$ cat config.mk
export PLATFORM = sky130hd
export DESIGN_NAME = bus_access_sequencer_flat
export DESIGN_NICKNAME = d
export VERILOG_FILES = /design/src/rtl/micro_uaz_defs.sv /design/src/rtl/bus_access_sequencer_if.sv /design/src/rtl/bus_timeout_counter.sv /design/src/rtl/bus_access_sequencer.sv /design/src/flat_wrapper.sv
export SDC_FILE = /design/constraint.sdc
export NUM_CORES = 1
export LEC_CHECK = 0
export CAP_MARGIN = 20
export CORE_ASPECT_RATIO = 1.4
export CORE_UTILIZATION = 42
export DETAILED_ROUTE_END_ITERATION = 10
export GPL_TIMING_DRIVEN = 0
export PLACE_DENSITY = 0.78
export SLEW_MARGIN = 20
export SYNTH_ARGS = -nofsm -noshare
export SYNTH_HDL_FRONTEND = slang
export SYNTH_SLANG_ARGS = --single-unit
$ cat constraint.sdc
create_clock -name i_Clk -period 2 [get_ports i_Clk]
set_input_delay 0.3 -clock i_Clk [delete_from_list [all_inputs] [get_ports i_Clk]]
set_output_delay 0.3 -clock i_Clk [all_outputs]
set_load 0.01 [all_outputs]
$ cat src/rtl/micro_uaz_defs.sv
// rtl/micro_uaz_defs.sv - shared definitions for the bus access sequencer
// Purpose: sequencer state encodings, default bus widths and R/W encodings.
// Ports: none (package).
package micro_uaz_defs;

    localparam int DATA_W_DEF = 8;
    localparam int ADDR_W_DEF = 8;

    localparam logic RW_READ  = 1'b0;
    localparam logic RW_WRITE = 1'b1;

    typedef enum logic [1:0] {
        ST_IDLE = 2'd0,
        ST_REQ  = 2'd1,
        ST_HOLD = 2'd2
    } bas_state_t;

endpackage

$ cat src/rtl/bus_access_sequencer_if.sv
// rtl/bus_access_sequencer_if.sv - 4-phase req/ack memory bus interface
// Purpose: groups the memory handshake and the address/data buses.
// Ports (named from the sequencer side):
//   o_Mem_Req    request, asserted by the sequencer
//   o_Mem_We     write enable, stable while o_Mem_Req is high
//   o_Mem_Addr   address, stable while o_Mem_Req is high
//   o_Mem_Wdata  write data, stable while o_Mem_Req is high
//   i_Mem_Ack    acknowledge from memory
//   i_Mem_Rdata  read data, valid while i_Mem_Ack is high
// Modports: master = sequencer, slave = memory.
interface bus_access_sequencer_if
    import micro_uaz_defs::*;
#(
    parameter int DATA_W = DATA_W_DEF,
    parameter int ADDR_W = ADDR_W_DEF
);

    logic              o_Mem_Req;
    logic              o_Mem_We;
    logic [ADDR_W-1:0] o_Mem_Addr;
    logic [DATA_W-1:0] o_Mem_Wdata;
    logic              i_Mem_Ack;
    logic [DATA_W-1:0] i_Mem_Rdata;

    modport master (
        output o_Mem_Req,
        output o_Mem_We,
        output o_Mem_Addr,
        output o_Mem_Wdata,
        input  i_Mem_Ack,
        input  i_Mem_Rdata
    );

    modport slave (
        input  o_Mem_Req,
        input  o_Mem_We,
        input  o_Mem_Addr,
        input  o_Mem_Wdata,
        output i_Mem_Ack,
        output i_Mem_Rdata
    );

endinterface

$ cat src/rtl/bus_timeout_counter.sv
// rtl/bus_timeout_counter.sv - saturating wait counter for the request phase
// Purpose: counts cycles spent waiting for acknowledge; flags the last
//   allowed cycle and stops there instead of wrapping.
// Ports:
//   i_Clk     clock, rising edge
//   i_Rst_n   asynchronous active-low reset
//   i_Clear   synchronous clear (priority over enable)
//   i_Enable  count one more waiting cycle
//   o_Limit   counter is on the last allowed cycle (LIMIT-1)
module bus_timeout_counter #(
    parameter int LIMIT = 15,
    parameter int CNT_W = $clog2(LIMIT + 1)
) (
    input  logic i_Clk,
    input  logic i_Rst_n,
    input  logic i_Clear,
    input  logic i_Enable,
    output logic o_Limit
);

    localparam logic [CNT_W-1:0] LAST = CNT_W'(LIMIT - 1);

    logic [CNT_W-1:0] r_Count;

    always_ff @(posedge i_Clk or negedge i_Rst_n) begin
        if (!i_Rst_n) begin
            r_Count <= '0;
        end else if (i_Clear) begin
            r_Count <= '0;
        end else if (i_Enable && !o_Limit) begin
            r_Count <= r_Count + 1'b1;
        end
    end

    assign o_Limit = (r_Count == LAST);

endmodule

$ cat src/rtl/bus_access_sequencer.sv
// rtl/bus_access_sequencer.sv - one-shot memory/IO transaction sequencer
// Purpose: accepts one transaction per start strobe, runs a 4-phase req/ack
//   handshake with memory and reports done/timeout plus read data.
// Ports:
//   i_Clk, i_Rst_n   clock and asynchronous active-low reset
//   i_Start          transaction strobe (ignored while o_Busy)
//   i_Dataout        write data
//   i_Addressdata    address
//   i_ReadWrite      1 = write, 0 = read
//   o_Busy           transaction in flight
//   o_Done           1-cycle completion pulse
//   o_Timeout        1-cycle pulse with o_Done when memory never acknowledged
//   o_Rdata          last successful read data
//   if_Mem           memory handshake bus (master side)
module bus_access_sequencer
    import micro_uaz_defs::*;
#(
    parameter int DATA_W  = DATA_W_DEF,
    parameter int ADDR_W  = ADDR_W_DEF,
    parameter int TIMEOUT = 15
) (
    input  logic                  i_Clk,
    input  logic                  i_Rst_n,
    input  logic                  i_Start,
    input  logic [DATA_W-1:0]     i_Dataout,
    input  logic [ADDR_W-1:0]     i_Addressdata,
    input  logic                  i_ReadWrite,
    output logic                  o_Busy,
    output logic                  o_Done,
    output logic                  o_Timeout,
    output logic [DATA_W-1:0]     o_Rdata,
    bus_access_sequencer_if.master if_Mem
);

    bas_state_t r_State;
    bas_state_t w_State_Next;
    logic       r_Timeout_Flag;

    logic w_Limit;
    logic w_Accept;
    logic w_Ack_Hit;
    logic w_Expire;
    logic w_Finish;
    logic w_Cnt_Clear;
    logic w_Cnt_Enable;

    bus_timeout_counter #(
        .LIMIT (TIMEOUT),
        .CNT_W ($clog2(TIMEOUT + 1))
    ) u_timeout_counter (
        .i_Clk    (i_Clk),
        .i_Rst_n  (i_Rst_n),
        .i_Clear  (w_Cnt_Clear),
        .i_Enable (w_Cnt_Enable),
        .o_Limit  (w_Limit)
    );

    // Only REQ accumulates wait cycles; every other state leaves it at zero.
    assign w_Cnt_Clear  = (r_State != ST_REQ);
    assign w_Cnt_Enable = (r_State == ST_REQ) && !if_Mem.i_Mem_Ack;

    always_ff @(posedge i_Clk or negedge i_Rst_n) begin
        if (!i_Rst_n) begin
            r_State <= ST_IDLE;
        end else begin
            r_State <= w_State_Next;
        end
    end

    always_comb begin
        w_State_Next = r_State;
        w_Accept     = 1'b0;
        w_Ack_Hit    = 1'b0;
        w_Expire     = 1'b0;
        w_Finish     = 1'b0;
        case (r_State)
            ST_IDLE: begin
                if (i_Start) begin
                    w_Accept     = 1'b1;
                    w_State_Next = ST_REQ;
                end
            end
            ST_REQ: begin
                // Ack is tested first so an ack on the limit cycle still succeeds.
                if (if_Mem.i_Mem_Ack) begin
                    w_Ack_Hit    = 1'b1;
                    w_State_Next = ST_HOLD;
                end else if (w_Limit) begin
                    w_Expire     = 1'b1;
                    w_State_Next = ST_HOLD;
                end
            end
            ST_HOLD: begin
                // Also swallows an ack that turns up after a timeout.
                if (!if_Mem.i_Mem_Ack) begin
                    w_Finish     = 1'b1;
                    w_State_Next = ST_IDLE;
                end
            end
            default: begin
                w_State_Next = ST_IDLE;
            end
        endcase
    end

    // Outputs are registered from the next state so they line up with it.
    always_ff @(posedge i_Clk or negedge i_Rst_n) begin
        if (!i_Rst_n) begin
            if_Mem.o_Mem_Req   <= 1'b0;
            if_Mem.o_Mem_We    <= 1'b0;
            if_Mem.o_Mem_Addr  <= '0;
            if_Mem.o_Mem_Wdata <= '0;
            o_Busy             <= 1'b0;
            o_Done             <= 1'b0;
            o_Timeout          <= 1'b0;
            o_Rdata            <= '0;
            r_Timeout_Flag     <= 1'b0;
        end else begin
            if_Mem.o_Mem_Req <= (w_State_Next == ST_REQ);
            o_Busy           <= (w_State_Next != ST_IDLE);
            o_Done           <= w_Finish;
            o_Timeout        <= w_Finish && r_Timeout_Flag;
            if (w_Accept) begin
                if_Mem.o_Mem_Addr  <= i_Addressdata;
                if_Mem.o_Mem_Wdata <= i_Dataout;
                if_Mem.o_Mem_We    <= i_ReadWrite;
                r_Timeout_Flag     <= 1'b0;
            end
            if (w_Expire) begin
                r_Timeout_Flag <= 1'b1;
            end
            if (w_Ack_Hit && (if_Mem.o_Mem_We == RW_READ)) begin
                o_Rdata <= if_Mem.i_Mem_Rdata;
            end
        end
    end

endmodule
$ cat src/flat_wrapper.sv
// flat-port wrapper written by rule: the top's interface ports become plain ports
module bus_access_sequencer_flat import micro_uaz_defs::*;
#(
    parameter int DATA_W  = DATA_W_DEF,
    parameter int ADDR_W  = ADDR_W_DEF,
    parameter int TIMEOUT = 15
)
  (i_Clk, i_Rst_n, i_Start, i_Dataout, i_Addressdata, i_ReadWrite, o_Busy, o_Done, o_Timeout, o_Rdata, if_Mem_o_Mem_Req, if_Mem_o_Mem_We, if_Mem_o_Mem_Addr, if_Mem_o_Mem_Wdata, if_Mem_i_Mem_Ack, if_Mem_i_Mem_Rdata);
  bus_access_sequencer_if #(.DATA_W(DATA_W), .ADDR_W(ADDR_W)) if_Mem_i ();
  input  logic i_Clk;
  input  logic i_Rst_n;
  input  logic i_Start;
  input  logic [DATA_W-1:0] i_Dataout;
  input  logic [ADDR_W-1:0] i_Addressdata;
  input  logic i_ReadWrite;
  output logic o_Busy;
  output logic o_Done;
  output logic o_Timeout;
  output logic [DATA_W-1:0] o_Rdata;
  output wire logic [$bits(if_Mem_i.o_Mem_Req)-1:0] if_Mem_o_Mem_Req;
  output wire logic [$bits(if_Mem_i.o_Mem_We)-1:0] if_Mem_o_Mem_We;
  output wire logic [$bits(if_Mem_i.o_Mem_Addr)-1:0] if_Mem_o_Mem_Addr;
  output wire logic [$bits(if_Mem_i.o_Mem_Wdata)-1:0] if_Mem_o_Mem_Wdata;
  input wire logic [$bits(if_Mem_i.i_Mem_Ack)-1:0] if_Mem_i_Mem_Ack;
  input wire logic [$bits(if_Mem_i.i_Mem_Rdata)-1:0] if_Mem_i_Mem_Rdata;
  assign if_Mem_o_Mem_Req = if_Mem_i.o_Mem_Req;
  assign if_Mem_o_Mem_We = if_Mem_i.o_Mem_We;
  assign if_Mem_o_Mem_Addr = if_Mem_i.o_Mem_Addr;
  assign if_Mem_o_Mem_Wdata = if_Mem_i.o_Mem_Wdata;
  assign if_Mem_i.i_Mem_Ack = if_Mem_i_Mem_Ack;
  assign if_Mem_i.i_Mem_Rdata = if_Mem_i_Mem_Rdata;
  bus_access_sequencer #(.DATA_W(DATA_W), .ADDR_W(ADDR_W), .TIMEOUT(TIMEOUT)) u_core (.i_Clk(i_Clk), .i_Rst_n(i_Rst_n), .i_Start(i_Start), .i_Dataout(i_Dataout), .i_Addressdata(i_Addressdata), .i_ReadWrite(i_ReadWrite), .o_Busy(o_Busy), .o_Done(o_Done), .o_Timeout(o_Timeout), .o_Rdata(o_Rdata), .if_Mem(if_Mem_i));
endmodule
# Word level (Yosys, flattened, before mapping)
# Index checks and enable logic that the tools add are counted.
# op_classes
addsub	1
n_eq_ne	5
n_mux	18
bitwise	1
reduce_logical	10
# ops
op	n
$mux W1	11
$mux W2	4
$mux W4	2
$pmux W2 S3	1
$reduce_bool A2 Y1	3
$add A4 B1 Y4 const B	1
$eq A2 B1 Y1 const B	2
$eq A4 B4 Y1 const B	1
$logic_and A1 B1 Y1	4
$eq A2 B2 Y1 const B	1
$logic_not A1 Y1	2
$logic_not A2 Y1	1
$ne A2 B1 Y1 const B	1
$not A1 Y1	1
# totals
regBits	36
inputBits	29
output_inout_bits	29
wordCells	46

# Depth between registers and ports, before layout
# Gate-level depths: netlist (run 1).
# logic_depth
ltp_word	5
depth_mapped	5
mapped_depth_nobuf	5

# By module
# From an unflattened synthesis (run 1), not the netlist that was laid out.
# unflattened
hier_cells	105
area_unflattened_um2	1480.2
# by_module_without_submodules
mod	instances	cells_each	area_per_inst_um2	seq_area_each_um2
bus_access_sequencer	1	81	1258.7	800.8
bus_timeout_counter	1	24	221.5	100.1

# Worst setup path after synthesis (run 1)
# OpenSTA, ideal clock, no wires.
# synth_timing
kind	register to register
startpoint	reg u_core.r_State[1]
endpoint	reg u_core.if_Mem.o_Mem_Addr[4]
t_arrival_ns	1.392
path_slack_ns	0.483
stages_incl_launch_ff	5
period_less_slack_ns	1.517
path_cell_list	dfrtp_1 -> nand2b_1 -> nor2_2 -> buf_4 -> mux2_2
# synth_via
elab_chain_len	2
# synth_lines
element	line	rtl
start: declaration	bus_access_sequencer.sv:35	bas_state_t r_State;
start signal: assignment	bus_access_sequencer.sv:66	r_State <= w_State_Next;
$logic_not A2 Y1	bus_access_sequencer.sv:76	case (r_State)
$mux W1	bus_access_sequencer.sv:76	
end signal: assignment	bus_access_sequencer.sv:124	if_Mem.o_Mem_Addr <= i_Addressdata;
end: declaration	bus_access_sequencer_if.sv:28	output o_Mem_Addr,
# Every way passes these cells.
# A chain may end at the register's enable or synchronous reset.

# Worst setup path in the final report (run 1)
# layout_timing
startpoint	reg u_core.r_State[1]
endpoint	reg u_core.if_Mem.o_Mem_Wdata[5]
# layout_via
elab_chain_len	2
# layout_lines
element	line	rtl
$logic_not A2 Y1	bus_access_sequencer.sv:76	
$mux W1	bus_access_sequencer.sv:76	
end signal: assignment	bus_access_sequencer.sv:125	if_Mem.o_Mem_Wdata <= i_Dataout;
end: declaration	bus_access_sequencer_if.sv:29	output o_Mem_Wdata,
# Every way passes these cells.

==> reports/qor.txt, run 1 <==
Status = finished clean
Post-placement worst setup slack = -0.06689 ns
Wirelength per Cell = 14.94 um
Sequential cell area = 900.9 um2
Final Critical Period = 1.776 ns
Nets = 194
Fillers = 249
Largest net degree at the start of global routing = 35
Worst Path Max Fanout = 10
Slew @ Worst Pin = 0.4545 ns
Antenna Nets Post-Route = 0
Slew HR = 69.67%
Ys flop type = dfrtp_1
Postcts setup bufs = 0
Synth warnings = 0
H-tree depth = 2
Die area = 3643 um2
Hold Path Class = primary input to async pin
Crit path largest cell delay = 0.43 ns
Critical path arrival = 1.95 ns
Busiest grt layer = met2
CTS tree = built
Ports = 58
Die W = 51.30 um
Core Region = 3183 um2
Mapped Area = 1429 um2
Met3 Use GR = 6.022%
Port Buffers = 57
Mapped Nets = 128
Tcrit/Tclk final = 88.82%
CTS sink count = 36
CTS root buf = clkbuf_8
Tot GR Track Use = 18.76%
Distinct cells, synth = 26
Vias post-DR = 1019
Part of the Yosys area used for sequential elements = 63.05%
PwrDens = 1440 nW/um2
Finished Core Util = 68.04%
Initial antenna violation count = 0
Total Power = 3118 uW
Final hold vios = 0
Clock Tree Buf Depth = 2
Worst path buffer plus inverter count = 1
RD Place Congestion = 0.7494
Crit Path Class = register to register
Worst r2r path cells = 4
Routed Wire Length = 3.033 mm
Hpwl dp = 2.248 mm
Die Ht = 71.02 um
CTS buffer count = 5
Crit start category = register
Worst IR Drop VDD = 882.4 uV
Seq cells post-synth = 36
1st-pass router iterations = 4
Clock slew at reported path FFs = 0.07 ns
Clock Latency Late Sink = 0.29 ns
CP top delay family = simple AND/OR/NAND/NOR gates
Met1 layer usage reported by global route = 18.39%
Unrepaired setup endpoints after global routing = false
CP cell instances = nand2b_1, nor2_2, buf_4, mux2_2
Reg2reg setup slack = 0.22 ns
Slowest CP cell = dfrtp_1
Crit path required time = 2.17 ns
Syn Inst Count = 97
Setup Skew = 0.002626 ns
Row count = 24
Area used by multi-input combinational logic = 490.5 um2
Area Growth Syn to Fin = 51.58%
First-pass GRT wire length = 4.954 mm
Vias per Instance = 5.020
Reg2reg end = u_core.if_Mem.o_Mem_Wdata[5]
PnR worst setup slack = 0.2236 ns
Final setup violation count = 0
Ratio of cells with drive above 1 in the final layout = 25.00%
DRC = 0
Max-cap violations = 0
1st-iter DRT viols = 9
Vias in the first global route = 1162
Async SR Flop Fraction = 100.0%
Max-slew violation count = 0
Congestion Overflow GR = 0
Peak Freq = 0.5629 GHz
M2 GR Usage = 34.50%
Pleak = 0.0009164 uW
R2r startpoint = u_core.r_State[1]
Antenna diodes = 0
Starting Density = 44.89%
Post-synth EDFFs = 0
Worst setup EP type = register
Mean Syn Cell Area = 14.73 um2
Post-cts repair resize count = 0
==> layout make-up <==
class,count,area share (%)
Tap cell,39,2.253
Buffer,3,1.213
Clock buffer,6,3.813
Clock inverter,2,0.4622
Sequential cell,36,41.59
Multi-Input combinational cell,55,22.65
Inverter,3,0.5199
Timing Repair Buffer,59,27.50
==> through the flow <==
step           setup TNS [ns]  hold slack (ns)  cells  instance area (um2)
6_report                    0           0.3561    203                 2166
5_1_grt                     0           0.3482    203                 2166
4_1_cts                     0           0.3385    203                 2166
3_5_place_dp          -0.6358           0.1094    194                 2063
3_3_place_gp           -3.369           0.4651    193                 2048
2_1_floorplan               0         0.004409     97                 1429
==> worst reg2reg max path, stage by stage (launching register included) <==
cell and delay, ns:
dfrtp_1 0.43, nand2b_1 0.22, nor2_2 0.39, buf_4 0.27, mux2_2 0.35
==> sequential cells by signal, summed over array words and instances, names as in the netlist, 2 cells and up <==
signal	cells
u_core.if_Mem.o_Mem_Addr	8
u_core.if_Mem.o_Mem_Wdata	8
u_core.o_Rdata	8
u_core.u_timeout_counter.r_Count	4
u_core.r_State	2
==> cell families (layout without fill, tap and decap cells) <==
logic type / Yosys count / count (layout) / share of synthesized area, %
AND/OR/NAND/NOR: 16 / 16 / 7.531
adder cells (fa/ha/maj): 2 / 2 / 1.751
buffers and inverters: 6 / 73 / 2.627
XOR/XNOR: 1 / 1 / 0.6131
AO/OA/AOI/OAI: 11 / 11 / 4.729
multiplexers: 25 / 25 / 19.70
flip-flops: 36 / 36 / 63.05
==> worst max-delay path by stage <==
stage	slack [ns]	depth (start not counted)	start	endpoint
global placement	-0.09	1	i_Rst_n	u_core.r_State[1]
global route	0.09	4	u_core.r_State[1]	u_core.if_Mem.o_Mem_Wdata[3]
CTS	0.19	4	u_core.r_State[1]	u_core.if_Mem.o_Mem_Wdata[3]
detailed placement	-0.07	5	i_Start	u_core.if_Mem.o_Mem_Wdata[3]
floorplan	0.48	4	u_core.r_State[1]	u_core.if_Mem.o_Mem_Addr[4]
finish	0.22	4	u_core.r_State[1]	u_core.if_Mem.o_Mem_Wdata[5]
==> cell usage after synthesis, drive strengths merged, types with 2 or more instances <==
| master | n | share of area [%] |
|---|---|---|
| o21ai | 4 | 1.4 |
| ha | 2 | 1.8 |
| inv | 3 | 0.79 |
| nand2b | 2 | 0.88 |
| nor3b | 2 | 1.8 |
| o22ai | 2 | 0.88 |
| buf | 3 | 1.8 |
| mux2 | 25 | 20 |
| a31oi | 2 | 0.88 |
| dfrtp | 36 | 63 |
| nor2 | 4 | 1.2 |
==> routing by layer <==
metal / part of all wire [%] / vias to the layer above / wire length, um
met5: 0 / - / 0
met1: 37 / 493 / 1110
li1: - / 473 / -
met3: 9.2 / 4 / 279
met4: 1.6 / 0 / 50
met2: 52 / 49 / 1592
==> layout by cell type, fill, tap and decap left out, types with 2 or more instances in the layout <==
cell type / synthesis / routed
clkdlybuf4s50_1: 0 / 56
clkinv_2: 0 / 2
mux2_2: 25 / 25
a31oi_1: 2 / 2
o22ai_1: 2 / 2
o21ai_0: 4 / 4
dfrtp_1: 36 / 36
nand2b_1: 2 / 2
buf_4: 2 / 2
inv_1: 3 / 3
clkbuf_8: 0 / 6
ha_1: 2 / 2
nor2_1: 3 / 3
==> where the power goes <==
part | switching [uW] | internal, uW | leakage (uW)
logic | 511 | 870 | 0.000425
clock network | 250 | 274 | 0.0000510
registers | 170 | 1040 | 0.000440
==> timing repair <==
item | CTS | global route
hold endpoints to repair | 2 | 0
endpoints found under the setup margin | 0 | 0
hold buffers | 1 | 0
Power figures use the tool's default switching activity.
==> inputs of run 2 (changes only) <==
Settings changed: CAP_MARGIN 20 to 0, CTS_CLUSTER_SIZE set to 40, SETUP_SLACK_MARGIN set to 0.2.
==> reports/qor.txt, run 2 (synthesized netlist as in run 1, its figures left out) <==
Status = finished clean
Finished Layout Cells = 203 (unchanged)
Ratio of cells with drive above 1 in the final layout = 25.00% (unchanged)
Vias in the first global route = 1170 (+0.69%)
Tcrit/Tclk final = 82.79% (-6.0 points)
Crit path largest cell delay = 0.43 ns (about the same)
Crit start category = register
Area used by multi-input combinational logic = 495.5 um2 (+1.0%)
Clock slew at reported path FFs = 0.07 ns (about the same)
Nets = 194 (unchanged)
Antenna diodes = 0 (unchanged)
Pleak = 0.0009172 uW (about the same)
Slew HR = 70.96% (+1.3 points)
Commonest non-fill, non-tap cells in the layout = clkdlybuf4s50_1, dfrtp_1, mux2_2
Starting Density = 44.89% (unchanged)
Max-slew violation count = 0 (unchanged)
Worst setup EP type = register
Vias per Instance = 5.074 (+1.1%)
Crit Path Class = register to register
Hpwl dp = 2.248 mm (unchanged)
Routed Wire Length = 3.033 mm (unchanged)
Clock Tree Buf Depth = 2 (unchanged)
Most common cell after layout, fill and taps aside = clkdlybuf4s50_1
Vias post-DR = 1030 (+1.1%)
Critical path arrival = 1.83 ns (-0.12 ns)
Top flop regs = u_core.if_Mem.o_Mem_Addr (8), u_core.if_Mem.o_Mem_Wdata (8), u_core.o_Rdata (8)
PwrDens = 1442 nW/um2 (+0.13%)
Antenna Nets Post-Route = 0 (unchanged)
CTS buffer count = 5 (unchanged)
Area Growth Syn to Fin = 51.93%
R2r startpoint = u_core.r_State[1]
Wirelength per Cell = 14.94 um (unchanged)
Tot GR Track Use = 18.89% (+0.13 points)
Crit path required time = 2.17 ns (about the same)
WHS = 0.3544 ns (-0.001719 ns)
Unrepaired setup endpoints after global routing = false
Finished Core Util = 68.20% (+0.16 points)
Largest net degree at the start of global routing = 35 (unchanged)
Hold Path Class = primary input to async pin
First-pass GRT wire length = 4.995 mm (+0.83%)
Final hold vios = 0 (unchanged)
1st-pass router iterations = 4 (unchanged)
Final Critical Period = 1.656 ns (-0.1206 ns)
CTS sink count = 36 (unchanged)
Die area = 3643 um2 (unchanged)
Placed insts = 194 (unchanged)
CTS root buf = clkbuf_8
Slew @ Worst Pin = 0.4351 ns (-0.01940 ns)
H-tree depth = 2 (unchanged)
Port Buffers = 57 (unchanged)
Worst IR Drop VDD = 882.6 uV (about the same)
Reg2reg setup slack = 0.34 ns (+0.12 ns)
RD Place Congestion = 0.7494 (unchanged)
Final setup violation count = 0 (unchanged)
CP cell instances = nand2b_1, buf_6, nor3b_4, mux2_2
DRC = 0 (unchanged)
Fillers = 247 (-0.80%)
Initial antenna violation count = 0 (unchanged)
Core Region = 3183 um2 (unchanged)
Die Ht = 71.02 um (unchanged)
Max-cap violations = 0 (unchanged)
Total Power = 3129 uW (+0.36%)
CTS tree = built
Worst Path Max Fanout = 9 (-1)
Reg2reg end = u_core.o_Rdata[3]
Clock Latency Late Sink = 0.29 ns (about the same)
Die W = 51.30 um (unchanged)
Slowest CP cell = dfrtp_1
Peak Freq = 0.6039 GHz (+7.3%)
Row count = 24 (unchanged)
1st-iter DRT viols = 9 (unchanged)
Worst r2r path cells = 4 (unchanged)
Postcts setup bufs = 0 (unchanged)
Congestion Overflow GR = 0 (unchanged)
Sequential cell area = 900.9 um2 (unchanged)
Ports = 58 (unchanged)
Setup Skew = 0.003699 ns (+0.001073 ns)
-- run 2: cell count changes in the layout (fill, tap and decap cells not counted) --
cell | before | now
nor2_4 | 0 | 1
nor2_2 | 1 | 0
-- run 2: timing repair --
| action | 4_1_cts | 5_1_grt |
|---|---|---|
| endpoints found under the hold margin | 2 | 0 |
| setup endpoints to repair | 10 | 0 |
| resized for setup | 1 | 0 |
| hold buffers | 1 | 0 |
-- run 2: area by class of cell --
type / count / share of cell area, %
plain buffers: 3 / 1.210
clock inverters: 2 / 0.4611
multi-input cells: 55 / 22.82
inverters: 3 / 0.5187
clock buffers: 6 / 3.804
well taps: 39 / 2.248
repair buffers: 59 / 27.44
flip-flops and latches: 36 / 41.50
-- run 2: worst max-delay path by stage --
stage,slack [ns],to,startpoint,depth (start not counted)
finish,0.34,u_core.o_Rdata[3],u_core.r_State[1],4
global route,0.25,u_core.o_Rdata[4],u_core.r_State[1],4
CTS,0.34,u_core.if_Mem.o_Mem_Wdata[3],u_core.r_State[1],4
detailed placement,-0.07,u_core.if_Mem.o_Mem_Wdata[3],i_Start,5
global placement,-0.09,u_core.r_State[1],i_Rst_n,1
floorplan,0.48,u_core.if_Mem.o_Mem_Addr[4],u_core.r_State[1],4
-- run 2: power by group --
| group | total, uW | switching [uW] | internal (uW) |
|---|---|---|---|
| Clock | 527 | 252 | 274 |
| Sequential | 1210 | 171 | 1040 |
| Combinational | 1390 | 517 | 873 |
| Total | 3130 | 940 | 2190 |
-- run 2: layer usage --
layer  vias up  routed length (um)  track usage, %
li1        475                   -               -
met1       502                1118           18.53
met2        49                1592           34.80
met3         4                 271           6.022
met4         0                  50           8.709
met5         -                   0               0
-- run 2: critical path, delay by kind of cell, from the launching register on --
family,cells,cell delay [ns]
flops,1,0.43
mux,1,0.39
buf+inv,1,0.14
simple gates,2,0.58
-- run 2: through the flow --
stage | worst slack (ns) | TNS [ns] | cell area, um2
finish | 0.3441 | 0 | 2171
CTS | 0.3361 | 0 | 2171
global route | 0.2492 | 0 | 2171
floorplan | 0.4828 | 0 | 1429
global placement | -0.08961 | -3.369 | 2048
detailed placement | -0.06689 | -0.6358 | 2063
